<file path="src/rtl/codec_ctrl_pkg.sv">
// Shared types and widths for the codec control I2C command path.
package codec_ctrl_pkg;

    localparam int I2C_WORD_W = 16;
    localparam int REG_ADDR_W = 7;
    localparam int REG_DATA_W = 9;
    localparam int N_REQ      = 2;

    typedef enum logic [2:0] {
        ST_IDLE,
        ST_ISSUE,
        ST_WAIT,
        ST_GAP,
        ST_RESP
    } arb_state_e;

endpackage

</file>
<file path="src/rtl/i2c_cmd_arbiter_rr.sv">
// Two-way round-robin grant; the port granted last drops to low priority.
module rr_arbiter2
    import codec_ctrl_pkg::*;
(
    input  logic             clk,
    input  logic             rst_n,
    input  logic [N_REQ-1:0] req,
    input  logic             accept,
    output logic [N_REQ-1:0] grant
);

    // 1 = port 1 was granted last; reset value hands the first tie to port 0
    logic last_grant;

    // Resolve the grant from the live requests and the last winner
    always_comb begin
        grant = '0;
        if (req[0] && req[1]) begin
            grant = last_grant ? 2'b01 : 2'b10;
        end else begin
            grant = req;
        end
    end

    // Move the priority pointer only when the grant is actually taken
    always_ff @(posedge clk or negedge rst_n) begin
        if (!rst_n) begin
            last_grant <= 1'b1;
        end else if (accept && (grant != '0)) begin
            last_grant <= grant[1];
        end
    end

endmodule

</file>
<file path="src/rtl/i2c_cmd_arbiter.sv">
// Shares the codec I2C master between the init sequencer (port 0) and the
// runtime control path (port 1), with NACK retry and transfer timeout.
//
// state    | meaning
// ---------+--------------------------------------------------------------
// ST_IDLE  | no transfer; grant a pending request round-robin
// ST_ISSUE | m_go rises, wait counter cleared
// ST_WAIT  | m_go held, waiting for m_done or timeout
// ST_GAP   | m_go low between a NACK and its retry
// ST_RESP  | one-cycle rsp_done/rsp_err to the originating port
module i2c_cmd_arbiter
    import codec_ctrl_pkg::*;
#(
    parameter int MAX_RETRY   = 3,
    parameter int GAP_CYC     = 16,
    parameter int TIMEOUT_CYC = 65535
) (
    input  logic                        clk,
    input  logic                        rst_n,
    input  logic [N_REQ-1:0]            req_valid,
    input  logic [N_REQ*I2C_WORD_W-1:0] req_data,
    output logic [N_REQ-1:0]            req_ready,
    output logic [N_REQ-1:0]            rsp_done,
    output logic                        rsp_err,
    output logic                        m_go,
    output logic [I2C_WORD_W-1:0]       m_data,
    input  logic                        m_done,
    input  logic                        m_nack,
    output logic                        busy,
    output logic                        timeout_flag
);

    localparam logic [7:0]  RETRY_MAX = 8'(MAX_RETRY);
    localparam logic [15:0] WAIT_LAST = 16'(TIMEOUT_CYC - 1);
    localparam logic [15:0] GAP_LAST  = 16'(GAP_CYC - 1);

    arb_state_e       state;
    arb_state_e       state_nxt;
    logic [N_REQ-1:0] grant;
    logic             accept;
    logic             port_q;
    logic             err_q;
    logic             err_nxt;
    logic             retry_inc;
    logic             set_tmo;
    logic [7:0]       retry_cnt;
    logic [15:0]      wait_cnt;
    logic [15:0]      gap_cnt;

    assign accept = (state == ST_IDLE) && (req_valid != '0);

    rr_arbiter2 u_rr (
        .clk    (clk),
        .rst_n  (rst_n),
        .req    (req_valid),
        .accept (accept),
        .grant  (grant)
    );

    // Handshake outputs decoded from the current state
    always_comb begin
        req_ready = (state == ST_IDLE) ? grant : '0;
        rsp_done  = '0;
        if (state == ST_RESP) begin
            rsp_done[port_q] = 1'b1;
        end
        rsp_err = (state == ST_RESP) && err_q;
        busy    = (state != ST_IDLE);
    end

    // State register
    always_ff @(posedge clk or negedge rst_n) begin
        if (!rst_n) begin
            state <= ST_IDLE;
        end else begin
            state <= state_nxt;
        end
    end

    // Next-state logic; m_done beats the timeout when both land together
    always_comb begin
        state_nxt = state;
        err_nxt   = err_q;
        retry_inc = 1'b0;
        set_tmo   = 1'b0;
        case (state)
            ST_IDLE: begin
                if (req_valid != '0) begin
                    state_nxt = ST_ISSUE;
                end
            end
            ST_ISSUE: begin
                state_nxt = ST_WAIT;
            end
            ST_WAIT: begin
                if (m_done) begin
                    if (!m_nack) begin
                        state_nxt = ST_RESP;
                        err_nxt   = 1'b0;
                    end else if (retry_cnt < RETRY_MAX) begin
                        state_nxt = ST_GAP;
                        retry_inc = 1'b1;
                    end else begin
                        state_nxt = ST_RESP;
                        err_nxt   = 1'b1;
                    end
                end else if (wait_cnt == WAIT_LAST) begin
                    state_nxt = ST_RESP;
                    err_nxt   = 1'b1;
                    set_tmo   = 1'b1;
                end
            end
            ST_GAP: begin
                if (gap_cnt == '0) begin
                    state_nxt = ST_ISSUE;
                end
            end
            ST_RESP: begin
                state_nxt = ST_IDLE;
            end
            default: begin
                state_nxt = ST_IDLE;
            end
        endcase
    end

    // Datapath: registered m_go, command latch, retry/wait/gap counters
    always_ff @(posedge clk or negedge rst_n) begin
        if (!rst_n) begin
            m_go         <= 1'b0;
            m_data       <= '0;
            port_q       <= 1'b0;
            err_q        <= 1'b0;
            retry_cnt    <= '0;
            wait_cnt     <= '0;
            gap_cnt      <= '0;
            timeout_flag <= 1'b0;
        end else begin
            m_go  <= (state_nxt == ST_ISSUE) || (state_nxt == ST_WAIT);
            err_q <= err_nxt;

            if (accept) begin
                m_data <= grant[1] ? req_data[I2C_WORD_W +: I2C_WORD_W]
                                   : req_data[0 +: I2C_WORD_W];
                port_q <= grant[1];
            end

            if (accept) begin
                retry_cnt <= '0;
            end else if (retry_inc) begin
                retry_cnt <= retry_cnt + 8'd1;
            end

            if (state == ST_ISSUE) begin
                wait_cnt <= '0;
            end else if (state == ST_WAIT) begin
                wait_cnt <= wait_cnt + 16'd1;
            end

            // Down-count of the low time; leaves GAP on terminal count zero
            if ((state_nxt == ST_GAP) && (state != ST_GAP)) begin
                gap_cnt <= GAP_LAST;
            end else if ((state == ST_GAP) && (gap_cnt != '0)) begin
                gap_cnt <= gap_cnt - 16'd1;
            end

            if (set_tmo) begin
                timeout_flag <= 1'b1;
            end
        end
    end

endmodule

</file>
<file path="config.mk">
export PLATFORM = sky130hd
export DESIGN_NAME = i2c_cmd_arbiter
export DESIGN_NICKNAME = d
export VERILOG_FILES = /design/src/rtl/codec_ctrl_pkg.sv /design/src/rtl/i2c_cmd_arbiter_rr.sv /design/src/rtl/i2c_cmd_arbiter.sv
export SDC_FILE = /design/constraint.sdc
export NUM_CORES = 1
export LEC_CHECK = 0
export ABC_AREA = 1
export CAP_MARGIN = 0
export CORE_MARGIN = 8
export CORE_UTILIZATION = 57
export CTS_CLUSTER_SIZE = 25
export DETAILED_ROUTE_END_ITERATION = 16
export GPL_TIMING_DRIVEN = 1
export HOLD_SLACK_MARGIN = 0.15
export PLACE_DENSITY_LB_ADDON = 0.08
export SLEW_MARGIN = 20
export SYNTH_ARGS = -nofsm -noshare
export SYNTH_HDL_FRONTEND = slang
export SYNTH_SLANG_ARGS = --single-unit
</file>
<file path="constraint.sdc">
create_clock -name clk -period 3.6 [get_ports clk]
set_clock_uncertainty 0.15 [all_clocks]
set_input_delay 0.72 -clock clk [delete_from_list [all_inputs] [get_ports clk]]
set_output_delay 0.72 -clock clk [all_outputs]
set_load 0.02 [all_outputs]
</file>
# Yosys cells after proc, flatten, opt, wreduce, memory -nomap -nowiden
# Cells that the tools add are included.
[word_totals] reg_bits=64 out_inout_bits=24 word_cells=76
[op_classes] addsub=3 magnitude_cmp=3 eq_ne=10 muxes=31 reduce_logical=19
[op_table] operator="16-bit 2-to-1 mux" n=5
[op_table] operator="3-bit 2-to-1 mux" n=6
[op_table] operator="16-bit by 1-bit adder with 16-bit output, second input constant" n=1
[op_table] operator="16-bit == test, second input constant" n=1
[op_table] operator="16-bit logical NOT" n=1
[op_table] operator="8-bit 2-to-1 mux" n=2
[op_table] operator="16-bit nonzero test" n=1
[op_table] operator="16-bit by 1-bit subtractor with 16-bit output, second input constant" n=1
[op_table] operator="3-bit by 2-bit == test with 1-bit output, second input constant" n=4
[op_table] operator="1-bit 2-to-1 mux" n=12
[op_table] operator="3-bit one-hot mux with 4 select lines" n=1
[op_table] operator="2-bit nonzero test" n=6
[op_table] operator="8-bit by 1-bit adder with 8-bit output, second input constant" n=1
[op_table] operator="8-bit by 2-bit less-than comparator with 1-bit output, second input constant" n=1
[op_table] operator="2-bit 2-to-1 mux" n=4
[op_table] operator="1-bit logical AND" n=7
[op_table] operator="3-bit by 1-bit == test with 1-bit output, second input constant" n=2
[op_table] operator="3-bit == test, second input constant" n=1
[op_table] operator="3-bit logical NOT" n=1
[op_table] operator="3-bit by 2-bit inequality test with 1-bit output, second input constant" n=1
[op_table] operator="3-bit inequality test, second input constant" n=1
[op_table] operator="3-bit AND reduction" n=1
[op_table] operator="3-bit nonzero test" n=1
[op_table] operator="1-bit by 2-bit less-than comparator with 1-bit output, second input constant" n=1
[op_table] operator="3 further kinds" n=3

# Depth between registers and ports, before layout
[logic_depth] ltp_word=8 mapped_depth=10 mapped_depth_nobuf=10

# Cells and area by module
# Synthesis repeated with hierarchy kept, for this count alone.
[unflattened] cells_unflattened=435 area_unflattened_um2=3375.7
[by_module_without_submodules] mod="i2c_cmd_arbiter" n_inst=1 cells_each=427 area_per_inst_um2=3314.4
[by_module_without_submodules] mod="rr_arbiter2" n_inst=1 cells_each=8 area_per_inst_um2=61.3

# Worst setup path before layout
# OpenSTA, ideal clock, no wires.
[synth_timing] path_type="input-to-output" start="input port req_valid[0]" end="output port req_ready[0]" arrival_ns=1.342 t_required_ns=2.730 path_slack_ns=1.388 cell_stages=2 path_buffers=0 cell_sequence="inv_1 > a211oi_1"
[synth_via] elab_chain_cells=3
[synth_lines] item="start, declared" line="i2c_cmd_arbiter.sv:20" text="input logic [N_REQ-1:0] req_valid,"
[synth_lines] item="1-bit logical AND" line="i2c_cmd_arbiter_rr.sv:18" text="if (req[0] && req[1]) begin"
[synth_lines] item="2-bit 2-to-1 mux *" line="i2c_cmd_arbiter_rr.sv:18"
[synth_lines] item="2-bit 2-to-1 mux *" line="i2c_cmd_arbiter.sv:62" text="req_ready = (state == ST_IDLE) ? grant : '0;"
[synth_lines] item="end, declared" line="i2c_cmd_arbiter.sv:22" text="output logic [N_REQ-1:0] req_ready,"
# Every way passes the cells marked *; elsewhere a longest branch is shown, timed or not.

# Worst setup path after layout
# Same ends and word-level chain as after synthesis.

==> results.sh <==
export IMPL_status="finished clean"
export IMPL_required_ns=2.73
export IMPL_cts_sinks=64
export IMPL_r2r_start="gap_cnt[0]"
export IMPL_dpl_hpwl_mm=6.19
export IMPL_postCtsSetupBuffers=0
export IMPL_cts_path_max_buffers=2
export IMPL_critPathMaxStageDelay_ns=0.65
export IMPL_ctsHoldBuffers=0
export IMPL_grt_start_max_net_pins=34
export IMPL_dp_slack_ns=0.580
export IMPL_dieArea_um2=9160
export IMPL_multi_input_area_um2=1720
export IMPL_cts_htree_levels=3
export IMPL_synth_flop_cell="dfrtp_1"
export IMPL_p_per_area_nw_per_um2=711
export IMPL_peakVddDrop_uv=523
export IMPL_crit_top_cell="clkdlybuf4s50_1"
export IMPL_cts_root_buffer="clkbuf_8"
export IMPL_yosysWarnings=0
export IMPL_start_util_pct=58.0
export IMPL_grt_util_all_layers_pct=20.5
export IMPL_vias=3231
export IMPL_syn_nets=515
export IMPL_grt_setup_unrepaired="false"
export IMPL_final_common_cell="nand2_1"
export IMPL_synth_area_um2=3620
export IMPL_std_cell_rows=29
export IMPL_hold_violations=0
export IMPL_wire_per_inst_um=13.5
export IMPL_fmax_ghz=0.331
export IMPL_grt_pass1_wl_mm=14.8
export IMPL_cts_tree="yes"
export IMPL_p_leak_nw=2.19
export IMPL_arrival_ns=2.15
export IMPL_start_kind="primary input"
export IMPL_synth_edf_count=0
export IMPL_crit_start="req_valid[0]"
export IMPL_synthArstFlopShare_pct=100
export IMPL_seq_area_um2=1600
export IMPL_first_pass_iters=4
export IMPL_endpoint_kind="output pin"
export IMPL_ys_seq_area_share_pct=44.3
export IMPL_ant_nets=0
export IMPL_fin_nets=580
export IMPL_numCtsBuffers=9
export IMPL_finalCritPeriodShare_pct=84.0
export IMPL_diodes=0
export IMPL_gp_congestion=0.848
export IMPL_final_core_util_pct=71.7
export IMPL_criticalPathCategory="primary input to output pin"
export IMPL_worst_pin_slew_ns=0.757
export IMPL_setup_violations=0
export IMPL_worst_slack_ns=0.578
export IMPL_die_w_um=95.7
export IMPL_drive_gt1_share_pct=11.0
export IMPL_wirelength_mm=8.38
export IMPL_crit_slowest_cell="clkdlybuf4s50_1"
export IMPL_yosysUniqueCellTypes=41
export IMPL_dr_first_iter_drc_count=176
export IMPL_final_cell_mix="108 x nand2_1, 80 x nor2_1, 63 x dfrtp_1"
export IMPL_drv_cap=0
export IMPL_crit_chain="clkdlybuf4s50_1 -> inv_1 -> a211oi_1 -> clkdlybuf4s50_1"
export IMPL_fill_cells=514
export IMPL_clock_latency_ns=0.35
export IMPL_area_growth_syn_to_layout_pct=23.6
export IMPL_report_final_slew_viol_count=0
export IMPL_power_total_w=0.00318
export IMPL_drc=0
export IMPL_synth_seq_cells=64
export IMPL_core_area_um2=6240
export IMPL_cts_repair_resized=0
export IMPL_slew_headroom_pct=49.5
export IMPL_grt_ovfl_total=0
export IMPL_antenna_found_initial=0
export IMPL_cts_reportedPaths_clkPinSlew_ns=0.07
export IMPL_via_per_inst=5.21
export IMPL_crit_fanout=2
export IMPL_syn_area_per_cell_um2=7.66
export IMPL_finalSetupTns_ns=0
export IMPL_die_h_um=95.7
export IMPL_grt_pass1_vias=3365
export IMPL_syn_inst=473
export IMPL_portBuffers=61
export IMPL_io_pins=62
export IMPL_hp_class="primary input to async pin"
export IMPL_fin_crit_ns=3.02
worst max-delay path, delay by kind of cell:
kind	cells	cell delay, ns
compound gates	1	0.23
buf+inv	3	1.20
report_power, final:
group | switching (W) | leakage (nW) | total [W] | internal (W)
registers | 0.000164 | 0.834 | 0.00110 | 0.000935
clock network | 0.000273 | 0.103 | 0.000629 | 0.000356
logic | 0.000903 | 1.25 | 0.00146 | 0.000552
Yosys cell counts, types with 5 or more instances:
| cell | count | area [um^2] |
|---|---|---|
| nand2_1 | 108 | 405 |
| nor2_1 | 80 | 300 |
| dfrtp_1 | 63 | 1580 |
| inv_1 | 50 | 188 |
| nand3_1 | 43 | 215 |
| o21ai_0 | 27 | 135 |
| o21ai_1 | 13 | 65.1 |
| o21ai_2 | 9 | 78.8 |
| nand4_1 | 8 | 50.1 |
| buf_6 | 6 | 67.6 |
| nand2_2 | 5 | 31.3 |
| nor2_2 | 5 | 31.3 |
path summary, 6_finish.rpt:
kind	cells past startpoint	endpoint	slack (ns)
setup / recovery	4	req_ready[0]	0.58
setup reg to reg	10	m_go	1.70
max in group asynchronous	2	gap_cnt[11]	2.38
min in group clk	1	timeout_flag	0.33
hold / removal	1	wait_cnt[14]	0.28
hold reg to reg	1	timeout_flag	0.33
cell type report:
type,count,area share [%]
Clock buffer,13,3.55
Clock inverter,3,0.895
Inverter,56,4.81
Multi-Input combinational cell,343,38.5
Sequential cell,64,35.8
Tap cell,77,2.15
Timing Repair Buffer,64,14.3
per-layer routing:
layer / global-route usage [%] / share of wire [%] / up-vias
li1: - / - / 1645
met4: 8.83 / 1.8 / 0
met1: 24.3 / 44 / 1486
met3: 7.02 / 7.8 / 11
met2: 33.1 / 46 / 89
met5: 0 / 0 / -
kinds of logic after synthesis:
logic type,count (synthesis),share of synthesized area [%]
buffers and inverters,66,8.22
muxes,1,0.276
and+or+nand+nor,272,34.4
adders and majority gates,4,1.38
xor gates and xnor gates,5,1.21
AOI/OAI and AO/OA,61,10.2
DFF,64,44.3
per-stage QoR:
step / instances / hold slack (ns) / instance area (um^2)
3_3_place_gp: 604 / 0.315 / 4280
6_report: 620 / 0.283 / 4470
4_1_cts: 620 / 0.310 / 4470
2_1_floorplan: 473 / 0.274 / 3620
5_1_grt: 620 / 0.356 / 4470
3_5_place_dp: 604 / 0.320 / 4280
state kept, by name, summed over array words and instances (netlist names), 3 cells and up:
signal,count
gap_cnt,16
retry_cnt,8
wait_cnt,16
m_data,16
state,3
(Power assumes the default switching activity.)
